**config.mk**
```make
export PLATFORM = sky130hd
export DESIGN_NAME = rtc_alarm_apb
export DESIGN_NICKNAME = d
export VERILOG_FILES = /design/src/rtl/rtc_alarm_apb.sv
export SDC_FILE = /design/constraint.sdc
export NUM_CORES = 1
export LEC_CHECK = 0
export CAP_MARGIN = 20
export CELL_PAD_IN_SITES_DETAIL_PLACEMENT = 1
export CELL_PAD_IN_SITES_GLOBAL_PLACEMENT = 2
export CORE_ASPECT_RATIO = 1.2
export CORE_MARGIN = 5
export CORE_UTILIZATION = 40
export CTS_CLUSTER_DIAMETER = 120
export DETAILED_ROUTE_END_ITERATION = 7
export GPL_ROUTABILITY_DRIVEN = 0
export PLACE_DENSITY_LB_ADDON = 0.05
export SETUP_SLACK_MARGIN = 0.2
export SLEW_MARGIN = 5
export SYNTH_ARGS = -nofsm -noshare
export SYNTH_HDL_FRONTEND = slang
export SYNTH_SLANG_ARGS = --single-unit
```
**constraint.sdc**
```tcl
create_clock -name clk_i -period 14.36 [get_ports clk_i]
set_input_delay 1.436 -clock clk_i [delete_from_list [all_inputs] [get_ports clk_i]]
set_output_delay 1.436 -clock clk_i [all_outputs]
set_load 0.01 [all_outputs]
```
**src/rtl/rtc_alarm_apb.sv**
```systemverilog
// Real-time counter with a programmable prescaler and ALARM_QTY compare
// channels. Each channel is one-shot or periodic. A zero-wait APB slave
// gives access to all registers.
module rtc_alarm_apb #(
  parameter int APB_AW    = 12,
  parameter int APB_DW    = 32,
  parameter int ALARM_QTY = 4,
  parameter int PRESC_W   = 16
) (
  input  logic                 clk_i,
  input  logic                 rst_ni,
  input  logic [APB_AW-1:0]    paddr_i,
  input  logic                 psel_i,
  input  logic                 penable_i,
  input  logic                 pwrite_i,
  input  logic [APB_DW-1:0]    pwdata_i,
  output logic [APB_DW-1:0]    prdata_o,
  output logic                 pready_o,
  output logic                 pslverr_o,
  output logic [ALARM_QTY-1:0] irq_o,
  output logic                 irq_any_o
);

  logic [1:0]                    rst_sync_q;
  logic                          rst_n_int;
  logic [31:0]                   addr;
  logic                          access, wr, mapped;
  logic                          ctrl_sel, presc_sel, count_sel, stat_sel, ien_sel;
  logic [ALARM_QTY-1:0]          cmp_sel, per_sel, cfg_sel;
  logic [31:0]                   rdata;

  logic                          en_q, en_d;
  logic [PRESC_W-1:0]            presc_q, presc_d, pcnt_q, pcnt_d;
  logic [31:0]                   count_q, count_d, count_inc;
  logic [ALARM_QTY-1:0]          status_q, status_d, ien_q, ien_d;
  logic [ALARM_QTY-1:0][31:0]    cmp_q, cmp_d, per_q, per_d;
  logic [ALARM_QTY-1:0]          aen_q, aen_d, periodic_q, periodic_d;
  logic                          clr_wr, count_wr, tick;
  logic [ALARM_QTY-1:0]          match;

  // Reset asserts asynchronously and releases two clocks later.
  always_ff @(posedge clk_i or negedge rst_ni) begin
    if (!rst_ni) rst_sync_q <= 2'b00;
    else         rst_sync_q <= {rst_sync_q[0], 1'b1};
  end
  assign rst_n_int = rst_sync_q[1];

  assign addr   = 32'(paddr_i);
  assign access = psel_i & penable_i & rst_n_int;
  assign wr     = access & pwrite_i;

  // Address decode and read-data mux; unmapped addresses read 0.
  always_comb begin
    ctrl_sel  = (addr == 32'h00);
    presc_sel = (addr == 32'h04);
    count_sel = (addr == 32'h08);
    stat_sel  = (addr == 32'h0C);
    ien_sel   = (addr == 32'h10);
    cmp_sel   = '0;
    per_sel   = '0;
    cfg_sel   = '0;
    for (int k = 0; k < ALARM_QTY; k++) begin
      cmp_sel[k] = (addr == 32'h20 + 32'(k) * 32'd16);
      per_sel[k] = (addr == 32'h24 + 32'(k) * 32'd16);
      cfg_sel[k] = (addr == 32'h28 + 32'(k) * 32'd16);
    end
    mapped = ctrl_sel | presc_sel | count_sel | stat_sel | ien_sel |
             (|cmp_sel) | (|per_sel) | (|cfg_sel);
    rdata = '0;
    if (ctrl_sel)  rdata = {31'd0, en_q};
    if (presc_sel) rdata = 32'(presc_q);
    if (count_sel) rdata = count_q;
    if (stat_sel)  rdata = 32'(status_q);
    if (ien_sel)   rdata = 32'(ien_q);
    for (int k = 0; k < ALARM_QTY; k++) begin
      if (cmp_sel[k]) rdata = cmp_q[k];
      if (per_sel[k]) rdata = per_q[k];
      if (cfg_sel[k]) rdata = {30'd0, periodic_q[k], aen_q[k]};
    end
  end

  assign pready_o  = 1'b1;
  assign pslverr_o = access & ~mapped;
  assign prdata_o  = access ? rdata : '0;
  assign irq_o     = status_q & ien_q;
  assign irq_any_o = |irq_o;

  // Next state: software writes, prescaler/counter advance and alarm matching.
  always_comb begin
    en_d       = en_q;
    presc_d    = presc_q;
    pcnt_d     = pcnt_q;
    count_d    = count_q;
    status_d   = status_q;
    ien_d      = ien_q;
    cmp_d      = cmp_q;
    per_d      = per_q;
    aen_d      = aen_q;
    periodic_d = periodic_q;
    match      = '0;

    // CLR and COUNT loads restart the timebase and cancel this cycle's tick.
    clr_wr    = wr & ctrl_sel & pwdata_i[1];
    count_wr  = wr & count_sel;
    tick      = en_q & (pcnt_q == presc_q) & ~clr_wr & ~count_wr;
    count_inc = count_q + 32'd1;

    if (clr_wr || count_wr) pcnt_d = '0;
    else if (en_q)          pcnt_d = (pcnt_q == presc_q) ? '0 : pcnt_q + PRESC_W'(1);

    if (clr_wr)        count_d = '0;
    else if (count_wr) count_d = pwdata_i;
    else if (tick)     count_d = count_inc;

    if (wr && ctrl_sel)  en_d    = pwdata_i[0];
    if (wr && presc_sel) presc_d = pwdata_i[PRESC_W-1:0];
    if (wr && ien_sel)   ien_d   = pwdata_i[ALARM_QTY-1:0];

    // Hardware update first, so a same-cycle software write overrides it.
    for (int k = 0; k < ALARM_QTY; k++) begin
      match[k] = tick & aen_q[k] & (count_inc == cmp_q[k]);
      if (match[k]) begin
        if (periodic_q[k] && (per_q[k] != 32'd0)) cmp_d[k] = cmp_q[k] + per_q[k];
        else                                      aen_d[k] = 1'b0;
      end
      if (wr && cmp_sel[k]) cmp_d[k] = pwdata_i;
      if (wr && per_sel[k]) per_d[k] = pwdata_i;
      if (wr && cfg_sel[k]) begin
        aen_d[k]      = pwdata_i[0];
        periodic_d[k] = pwdata_i[1];
      end
    end

    // W1C first, then hardware set, so a simultaneous set wins.
    if (wr && stat_sel) status_d = status_q & ~pwdata_i[ALARM_QTY-1:0];
    status_d = status_d | match;
  end

  // State registers, cleared asynchronously by the (synchronised) reset.
  always_ff @(posedge clk_i or negedge rst_n_int) begin
    if (!rst_n_int) begin
      en_q       <= 1'b0;
      presc_q    <= '0;
      pcnt_q     <= '0;
      count_q    <= '0;
      status_q   <= '0;
      ien_q      <= '0;
      cmp_q      <= '0;
      per_q      <= '0;
      aen_q      <= '0;
      periodic_q <= '0;
    end else begin
      en_q       <= en_d;
      presc_q    <= presc_d;
      pcnt_q     <= pcnt_d;
      count_q    <= count_d;
      status_q   <= status_d;
      ien_q      <= ien_d;
      cmp_q      <= cmp_d;
      per_q      <= per_d;
      aen_q      <= aen_d;
      periodic_q <= periodic_d;
    end
  end

endmodule

```
### Yosys cells after proc, flatten, opt, wreduce, memory -nomap -nowiden

Cells that the tools add are included.

* add/sub/neg operators: 6
* multiply operators: 0
* div/mod/pow operators: 0
* $lt $le $gt $ge: 0
* eq/ne operators: 25
* shift operators: 0
* multiplexer cells: 49
* bitwise gates (word level): 32
* reduce and logical (&&, ||, !) cells: 52

Operator list (number)
* 32-bit 2-to-1 mux: 32
* 32-bit adder: 4
* 32-bit == test: 4
* 32-bit nonzero test: 4
* 12-bit by 6-bit == test with 1-bit output (second input constant): 6
* 12-bit by 7-bit == test with 1-bit output (second input constant): 6
* 16-bit 2-to-1 mux: 3
* 32-bit by 1-bit adder with 32-bit output (second input constant): 1
* 32-bit logical NOT: 1
* 2-bit nonzero test: 13
* 12-bit by 4-bit == test with 1-bit output (second input constant): 2
* 1-bit logical AND: 20
* 1-bit bitwise AND: 18
* 16-bit by 1-bit adder with 16-bit output (second input constant): 1
* 16-bit == test: 1
* 2-bit AND reduction: 8
* 4-bit OR reduction: 4
* 1-bit 2-to-1 mux: 13
* 12-bit by 3-bit == test with 1-bit output (second input constant): 1
* 12-bit by 5-bit == test with 1-bit output (second input constant): 1
* 4-bit bitwise AND: 2
* 2-bit by 1-bit != test with 1-bit output (second input constant): 4
* 1-bit bitwise OR: 7
* 4-bit 2-to-1 mux: 1
* 5 further kinds: 7

* register bits: 339
* latch bits: 0
* RAM bits: 0
* memory bits (read-only): 0
* output and inout bits: 39
* word-level logic and storage cells: 187
* memories: 0

### Logic depth before layout (Yosys ltp)

* word-level depth: 19
* mapped depth: 17
* mapped depth without buffers: 14

### Worst setup path before layout

Ideal clock, no wire load.

* kind: reg-to-output
* from: register rst_sync_q[1]
* to: output port prdata_o[10]
* data arrival time: 9.568 ns
* slack: 3.356 ns
* cell stages (with the launch flop): 7
* path buffers: 1
* cell sequence: dfrtp_1 and3_1 nand2_1 nor4b_1 clkbuf_1 a222oi_1 nor2_1

* word-level cells in the longest chain between the ends: 2

Ends and longest elaborated chain
* start: declaration: line 24 `logic [1:0] rst_sync_q;`
* start signal: assignment: line 44 `else rst_sync_q <= {rst_sync_q[0], 1'b1};`
* 1-bit bitwise AND: line 49 `assign access = psel_i & penable_i & rst_n_int;`
* 32-bit 2-to-1 mux: line 84 `assign prdata_o = access ? rdata : '0;`
* end: declaration: line 17 `output logic [APB_DW-1:0] prdata_o,`

Every way passes these cells.

### Worst setup path after layout

* from: input port paddr_i[2]
* to: output port prdata_o[11]

* word-level cells in the longest chain between the ends: 18
* elaborated cells between the ends (all ways): 33

Ends and longest elaborated chain
* start: declaration: line 12 `input logic [APB_AW-1:0] paddr_i,`
* 12-bit by 3-bit == test with 1-bit output: line 55 `presc_sel = (addr == 32'h04);`
* 32-bit 2-to-1 mux: line 71 `if (presc_sel) rdata = 32'(presc_q);`
* 32-bit 2-to-1 mux: line 72 `if (count_sel) rdata = count_q;`
* 32-bit 2-to-1 mux: line 73 `if (stat_sel) rdata = 32'(status_q);`
* 32-bit 2-to-1 mux: line 74 `if (ien_sel) rdata = 32'(ien_q);`
* 32-bit 2-to-1 mux: line 76 `if (cmp_sel[k]) rdata = cmp_q[k];`
* 32-bit 2-to-1 mux: line 77 `if (per_sel[k]) rdata = per_q[k];`
* 32-bit 2-to-1 mux: line 78 `if (cfg_sel[k]) rdata = {30'd0, periodic_q[k], aen_q[k]};`
* (+2 left out)
* 32-bit 2-to-1 mux: line 78
* 32-bit 2-to-1 mux: line 76
* 32-bit 2-to-1 mux: line 77
* 32-bit 2-to-1 mux: line 78
* 32-bit 2-to-1 mux: line 76
* 32-bit 2-to-1 mux: line 77
* 32-bit 2-to-1 mux *: line 78
* 32-bit 2-to-1 mux *: line 84

Mark *: on every way between the ends. The rest lies on a longest branch, timed or not.

==> impl_metrics.csv <==
group,metric,value,unit
status,outcome,"finished, final reports clean",
detailed_routing,viasPerCell,6.48,
sta,final-hold-violation-count,0,
detailed_routing,ant_nets,0,
detailed_routing,num_vias,24500,
sta,rsz0062_at_grt,"false",
cells_and_area,finish.net_count,3100,
cells_and_area,drive_gt1_share,11.1,%
hold_path,hold_class,"register to register",
floorplan,fp.dieW,243,um
clock_tree,cts_resized,0,
logic_synthesis,synth_top_area_share,32.7,%
floorplan,boundaryPins,88,
floorplan,core-area,0.0644,mm^2
sta,holdWs,0.365,ns
sta,finalSetupViolations,0,
detailed_routing,dr.pass1.iters,6,
cells_and_area,fill_cells,7376,
sta,period_minus_slack,6.96,ns
clock_tree,cts_hold_buf,0,
setup_path,cp.required,12.92,ns
grt,antenna_found_initial,2,
placement,numPortBuffers,86,
placement,dp_hpwl,89.1,mm
logic_synthesis,yosys_most_used_dff,"dfrtp_1",
logic_synthesis,seq_area_frac_synth,32.7,%
logic_synthesis,yosys.area.top_type,"dfrtp_1",
sta,worst_pin_slew,1.18,ns
floorplan,start_util,40.3,%
run,maxCapViolations,0,
logic_synthesis,syn_avg_cell_area,8.85,um^2
cells_and_area,seq_area,0.00849,mm^2
clock_tree,cts_buffers,43,
cells_and_area,area_delta_synth_final,11.4,%
logic_synthesis,syn_area,0.0260,mm^2
grt,grt_pass1_wl,169,mm
logic_synthesis,syn_inst,2935,
logic_synthesis,synth_edf_count,0,
setup_path,cp-end-kind,"output pin",
grt,grt_pass1_vias,25200,
pwr,max-vdd-ir-drop,124,uV
sta,fin_crit_sh,48.5,%
sta,max_freq,144,MHz
detailed_routing,first_iter_violations,2213,
logic_synthesis,yosys-top-cells-area,"dfrtp_1 (33%), mux2_2 (6.9%), ha_1 (6.1%)",
setup_path,path_max_fanout,33,
logic_synthesis,async_flop_share,100,%
clock_tree,clock_sinks,339,
clock_tree,cts_root_buffer,"clkbuf_16",
detailed_routing,routed_wl,115,mm
detailed_routing,wl_per_cell,30.4,um
sta,slew_viol_final,0,
cells_and_area,multi_input_area,0.0167,mm^2
pwr,p_per_area,74.7,mW/mm^2
pwr,finalPower,0.00216,W
cells_and_area,final_common_cell,"dfrtp_1",
setup_path,crit_arrival,5.53,ns
setup_path,crit_type,"primary input to output pin",
pwr,leakagePower,13.1,nW
grt,grt_util_all_layers,31.9,%
floorplan,dieArea,0.0702,mm^2
clock_tree,cts_tree,"done",
floorplan,rows,102,
sta,relSlewSlack,21.4,%
floorplan,die_h,289,um
cells_and_area,postLayoutCellArea,0.0289,mm^2
sta,tns,0,ns
grt,grt_max_degree,72,
logic_synthesis,yosysUniqueCellTypes,94,
clock_tree,cts_buffer_depth,3,
cells_and_area,final_cell_mix,"dfrtp_1 (338), nor2_1 (257), a21oi_1 (247)",
logic_synthesis,synth_warnings,0,
grt,grt_overflow,0,
sta,skew,0.0173,ns
clock_tree,htree_levels,2,
clock_tree,post-cts-setup-buffers,0,
cells_and_area,antenna_cells,0,
clock_tree,worstSkewPairLatency,0.59,ns
detailed_routing,drc,0,
setup_path,cp-start-kind,"primary input",
clock_tree,cts.clk_slew.worst_paths,0.05,ns
placement,dpl_cell_area,0.0275,mm^2
logic_synthesis,ys_ff_latch,339,
## path summary, 6_finish.rpt
check                              start  cells past startpoint            end  slack (ns)
max                           paddr_i[2]                      9   prdata_o[11]        7.40
min                        rst_sync_q[0]                      0  rst_sync_q[1]        0.36
max reg2reg                   count_q[0]                     11      cmp_q[33]        8.86
min reg2reg                rst_sync_q[0]                      0  rst_sync_q[1]        0.36
max in group asynchronous  rst_sync_q[1]                      2      cmp_q[47]       11.61
min in group asynchronous  rst_sync_q[1]                      0     cmp_q[100]        0.39
## sequential cells by signal, indices dropped and copies added, names as in the netlist
name        flops
count_q        32
en_q            1
aen_q           4
rst_sync_q      2
pcnt_q         16
presc_q        16
periodic_q      4
status_q        4
ien_q           4
per_q         128
cmp_q         128
## Yosys cell counts (all sizes together), types with 58 or more instances
master	count
a31oi	66
a21oi	247
dfrtp	339
xnor2	144
nand2	234
mux2	161
clkbuf	134
nor3	76
nand4	58
a21o	61
nor4	66
o21ai	156
ha	126
xor2	117
nor2	266
## where the power goes
group	internal [W]	switching (W)	leakage, nW
clock network	0.000614	0.000475	0.680
registers	0.000965	0.0000174	4.49
logic	0.0000269	0.0000634	7.90
## critical path, stage by stage
cell,delay [ns]
clkdlybuf4s50_1,0.80
nor2b_1,0.34
nand3_1,0.38
nor2_2,0.06
buf_4,0.27
nor4b_2,1.03
a222oi_1,0.38
nor2_1,0.25
clkdlybuf4s50_1,0.57
## kinds of logic after synthesis
| family | count (synthesis) | synth area share [%] |
|---|---|---|
| XOR/XNOR | 271 | 9.82 |
| adder cells (fa/ha/maj) | 130 | 6.38 |
| AND/OR/NAND/NOR | 918 | 17.4 |
| buffers and inverters | 226 | 3.57 |
| AO/OA/AOI/OAI | 835 | 21.1 |
| other | 1 | 0.0144 |
| flip-flops | 339 | 32.7 |
| multiplexers | 215 | 9.11 |
## area by class of cell
type | instances | share of cell area, %
Clock buffer | 57 | 4.18
Sequential cell | 339 | 29.3
Inverter | 37 | 0.480
Clock inverter | 20 | 0.597
Multi-Input combinational cell | 2371 | 57.6
Timing Repair Buffer | 129 | 4.21
Tap cell | 832 | 3.60
## per-layer routing
layer	wire, um	vias to the layer above	track usage, %	part of all wire, %
met2	55200	947	54.9	48
met3	6030	366	4.07	5.2
met1	44500	12300	37.9	39
met4	9240	2	20.4	8.0
met5	10	-	0	0.0087
li1	-	10900	-	-
## stage by stage
step	worst slack [ns]	utilization [%]	cells
6_report	7.40	44.9	3785
5_1_grt	7.21	44.9	3785
4_1_cts	7.51	44.8	3781
3_5_place_dp	7.57	42.6	3704
3_3_place_gp	7.63	42.6	3704
2_1_floorplan	3.36	-	2936
(Power assumes the default switching activity.)
==> patch 1: new RTL, config.mk and constraints unchanged <==
Make the reset (`rst_n_int` and `rst_ni`) synchronous in 2 clocked blocks. Comments in the files are not updated.
--- a/src/rtl/rtc_alarm_apb.sv
+++ b/src/rtl/rtc_alarm_apb.sv
@@ -39,7 +39,7 @@
   logic [ALARM_QTY-1:0]          match;
 
   // Reset asserts asynchronously and releases two clocks later.
-  always_ff @(posedge clk_i or negedge rst_ni) begin
+  always_ff @(posedge clk_i) begin
     if (!rst_ni) rst_sync_q <= 2'b00;
     else         rst_sync_q <= {rst_sync_q[0], 1'b1};
   end
@@ -137,7 +137,7 @@
   end
 
   // State registers, cleared asynchronously by the (synchronised) reset.
-  always_ff @(posedge clk_i or negedge rst_n_int) begin
+  always_ff @(posedge clk_i) begin
     if (!rst_n_int) begin
       en_q       <= 1'b0;
       presc_q    <= '0;
Function: differs if rst_ni is asserted again (counterexample within 4 cycles, from zero or initial values and one cycle with rst_ni low); with rst_ni held inactive, the same outputs for 4 cycles.
==> patch 1 against the original RTL <==
The flow now finishes with violations (design-rule violations). Critical path depth rose by 3. Total power rose by 1.3%. Core utilization fell by 0.40 points. Worst setup slack improved by 0.011 ns. Synthesized area rose by 1.1%. Sequential share of layout area fell by 6.0 points. Final area rose by 0.67%. Wire length rose by 16%. Register-to-register slack got worse by 0.06 ns. Sequential cell count did not move.
==> patch 1: results (changes against the original RTL) <==
stage	metric	value	unit	change
logic_synthesis	synth.distinct_cells	102		+8.5%
cts	cts_buffer_depth	3		unchanged
cts	htreeDepth	2		unchanged
layout	top_regs	cmp_q x128, per_q x128, count_q x32		
critical_path	r2r_start	count_q[4]		
sta	tightest_slew	1.15	ns	-0.0228 ns
place	portBuffers	86		unchanged
global_route	antenna_found_initial	3		+1
global_route	grt_pass1_wl	193	mm	+14%
detailed_routing	drt-total-wl	133	mm	+16%
global_route	grt_usage	35.7	%	+3.8 points
logic_synthesis	yosysSeqAreaShare	25.8	%	-6.8 points
run_status	outcome	finished, violations left		
logic_synthesis	synth_commonest_cells	nand2_1 (553), dfxtp_1 (339), a21oi_1 (334)		
detailed_routing	via_per_inst	6.77		+4.5%
logic_synthesis	synth.area.top_cells	dfxtp_1 (26%), nand2_1 (7.9%), a21oi_1 (6.4%), ha_1 (6.0%), xnor2_1 (4.8%)		
critical_path	critical_path_arrival	5.52	ns	about the same
place	post-place-ws	7.52	ns	-0.0480 ns
logic_synthesis	synthFlopType	dfxtp_1		
run	timing.max_cap.violations	0		unchanged
logic_synthesis	yosysWarnings	0		unchanged
cts	ctsResizeCount	0		unchanged
cts	post_cts_buffers	0		unchanged
logic_synthesis	async_reset_ff_share	0	%	-100 points
min_path	hold_path.startpoint	rst_sync_q[0]		
logic_synthesis	synthXorXnorAreaFrac	10.4	%	+0.56 points
place	post-place-cells	4198		+13%
critical_path	crit_start	paddr_i[5]		
logic_synthesis	post_synth_mux_area_share	2.54	%	-6.6 points
cts	cts.clk_slew.worst_paths	0.07	ns	+0.02 ns
global_route	grt_max_degree	75		+4.2%
cts	cts_root_buffer	clkbuf_16		
min_path	hold_path_class	reg -> reg		
critical_path	worstPathMaxFanout	32		-3.0%
pwr	p_switching	544	uW	-2.1%
detailed_routing	drt-wirelength-per-cell	31.2	um	+2.7%
detailed_routing	first_iter_violations	3091		+40%
pwr	peakVddDrop	0.0762	mV	-38%
layout	drive_above_1_share	5.65	%	-5.5 points
layout	nNetsFinal	3582		+16%
logic_synthesis	synthCells	3468		+18%
detailed_routing	drc	2		+2
run_status	violations	design-rule violations		
logic_synthesis	synth_fa_ha_area_share	6.31	%	-0.067 points
detailed_routing	drt_pass1_iterations	8		+2
cts	insertion_delay	0.60	ns	
logic_synthesis	synth_compound_area_share	26.5	%	+5.4 points
global_route	grt_pass1_vias	29100		+15%
place	detailed_place_hpwl	101	mm	+13%
sta	fin_skew	0.0127	ns	-0.00467 ns
cts	numCtsBuffers	41		-4.7%
cts	cts_hold_buf	0		unchanged
pwr	leakagePower	10.2	nW	-22%
==> patch 1: changes by cell type after synthesis, sizes merged, moves of 64 or more <==
cell,unedited run,this run
dfrtp,339,0
dfxtp,0,339
nand2,234,556
mux2,161,6
a21oi,247,334
clkbuf,134,198
==> patch 1: area by class of cell <==
| type | count | area (um^2) |
|---|---|---|
| antenna | 3 | 7.51 |
| clock buffer | 51 | 1110 |
| clock inverter | 24 | 359 |
| fill | 8043 | 36300 |
| inverter | 81 | 309 |
| multi-input combinational | 2805 | 18300 |
| sequential | 339 | 6790 |
| tap | 840 | 1050 |
| timing repair buffer | 135 | 1230 |
==> patch 1: power groups by stage <==
stage / Combinational (mW) / Clock [mW] / Sequential (mW)
2_1_floorplan: 0.0322 / 0 / 0.962
3_3_place_gp: 0.0711 / 0 / 0.964
3_5_place_dp: 0.0718 / 0 / 0.964
4_1_cts: 0.0719 / 1.19 / 0.943
5_1_grt: 0.0756 / 1.22 / 0.943
6_report: 0.0744 / 1.17 / 0.943
==> patch 1: kinds of logic (layout without fill, tap and decap cells) <==
logic type	count (synthesis)	in the layout
adders and majority gates	130	130
AOI/OAI and AO/OA	1055	1055
buffers and inverters	324	291
and+or+nand+nor	1284	1284
other	1	4
DFF	339	339
xor gates and xnor gates	269	269
muxes	66	66
==> patch 1: final timing paths <==
| check | depth (start not counted) | endpoint | slack [ns] |
|---|---|---|---|
| max | 12 | prdata_o[1] | 7.41 |
| min | 1 | rst_sync_q[1] | 0.44 |
| max reg2reg | 10 | cmp_q[91] | 8.80 |
| min reg2reg | 1 | rst_sync_q[1] | 0.44 |
==> patch 1: critical path, cell delays in order <==
cell and delay [ns]:
clkdlybuf4s50_1 0.55, nor4_1 0.95, nor2b_2 0.29, buf_4 0.44
a2bb2oi_1 0.12, nor2_1 0.14, nor3b_1 0.06, o211ai_1 0.28
a21oi_1 0.11, or3_1 0.35, a31oi_1 0.21, clkdlybuf4s50_1 0.57
==> patch 1: through the flow <==
stage,hold WS (ns),instance area [um^2],power [mW]
6_report,0.441,29100,2.19
5_1_grt,0.441,29100,2.24
4_1_cts,0.438,29100,2.20
3_5_place_dp,0.438,27600,1.04
3_3_place_gp,0.416,27600,1.04
2_1_floorplan,0.406,26300,0.994
==> patch 1: layer usage <==
layer	global-route usage [%]	share of wire, %	vias up
met3	8.25	10	429
li1	-	-	12600
met4	17.6	6.1	2
met2	55.0	43	1498
met5	0	0.0090	-
met1	47.2	40	14400
==> patch 2: new RTL, config.mk and constraints unchanged <==
Made on the original files. Set the parameter `PRESC_W` to 32 (it was 16).
--- a/src/rtl/rtc_alarm_apb.sv
+++ b/src/rtl/rtc_alarm_apb.sv
@@ -5,7 +5,7 @@
   parameter int APB_AW    = 12,
   parameter int APB_DW    = 32,
   parameter int ALARM_QTY = 4,
-  parameter int PRESC_W   = 16
+  parameter int PRESC_W   = 32
 ) (
   input  logic                 clk_i,
   input  logic                 rst_ni,
Check against the original RTL: not equivalent (Yosys sat finds a counterexample within 4 cycles, from zero or initial values and one cycle with rst_ni low).
==> patch 2 against the original RTL <==
Sequential power is 8% higher. Fmax is 8.6% lower. Synthesized area is 9.5% higher. Final area is 9.9% higher. Total power is 14% higher. Combinational power is 16% higher. Wire length is 27% higher. Sequential cell count is 32 higher. Die area is 9.2% higher. Worst setup slack worse by 0.65 ns. Largest power group unchanged.
==> patch 2: results (changes against the original RTL) <==
stage	metric	value	unit	change
place	post-place-cells	4076		+10%
place	detailed_place_hpwl	111	mm	+25%
critical_path	crit_start	paddr_i[1]		
layout	drive_above_1_share	11.0	%	-0.17 points
sta	finalCriticalPeriod	7.61	ns	+0.652 ns
critical_path	r2r-end	cmp_q[63]		
global_route	use_met2	57.7	%	+2.8 points
critical_path	r2r_cells	13		+2
pwr	p_switching	601	uW	+8.2%
global_route	grt_pass1_wl	209	mm	+23%
pwr	switching_share	24.5	%	-1.2 points
detailed_routing	wl_met2	64.2	mm	+16%
pwr	leakagePower	13.6	nW	+4.2%
detailed_routing	first_iter_violations	2890		+31%
sta	whs	0.247	ns	-0.118 ns
cts	numCtsBuffers	47		+9.3%
critical_path	crit_path_max_incr_delay	0.81	ns	-0.22 ns
critical_path	worstPathMaxFanout	12		-64%
pwr	seqPwrFrac	43.1	%	-2.4 points
logic_synthesis	synth.distinct_cells	86		-8.5%
run_status	outcome	completed		
logic_synthesis	yosysSeqAreaShare	32.6	%	about the same
min_path	hold_path_class	reg -> async		
critical_path	r2r_setup_slack	7.50	ns	-1.36 ns
global_route	use_met3	8.21	%	+4.1 points
pwr	clock_power_share	52.7	%	+2.3 points
detailed_routing	wl_met1	57.2	mm	+28%
global_route	grt_pass1_vias	28400		+13%
global_route	grt_usage	37.2	%	+5.2 points
sta	slew_headroom	14.9	%	-6.5 points
layout	nNetsFinal	3379		+9.0%
detailed_routing	wl_met3	12.1	mm	+100%
layout	fillers	8179		+11%
detailed_routing	via_per_inst	6.75		+4.3%
place	post-place-ws	6.95	ns	-0.616 ns
critical_path	critPathSlowestCell	o21ai_0		
sta	fin_skew	0.0336	ns	+0.0163 ns
cts	insertion_delay	0.61	ns	+0.02 ns
## patch 2: cell count changes after synthesis, sizes merged, moves of 22 or more
| cell | change |
|---|---|
| nor2 | -43 |
| nand3 | +23 |
| o21ai | +157 |
| nand2 | +36 |
| a21oi | -66 |
| a22oi | +22 |
| mux2i | +39 |
| dfrtp | +32 |
| inv | +22 |
## patch 2: layout make-up
cell class	instances	area (um^2)	area share [%]
tap	926	1160	3.64
clock inverter	21	275	0.866
inverter	59	221	0.697
sequential	371	9290	29.2
multi-input combinational	2582	18200	57.2
antenna	2	5.00	0.0157
timing repair buffer	139	1270	3.99
clock buffer	65	1390	4.36
## patch 2: cells by family (layout without fill, tap and decap cells)
kind of cell	Yosys count	after routing	synth area share (%)
xor gates and xnor gates	288	288	9.93
adders and majority gates	130	130	5.82
buffers and inverters	266	284	3.84
DFF	371	371	32.6
other	1	4	0.0132
and+or+nand+nor	977	977	17.0
AOI/OAI and AO/OA	926	926	20.8
muxes	259	259	9.88
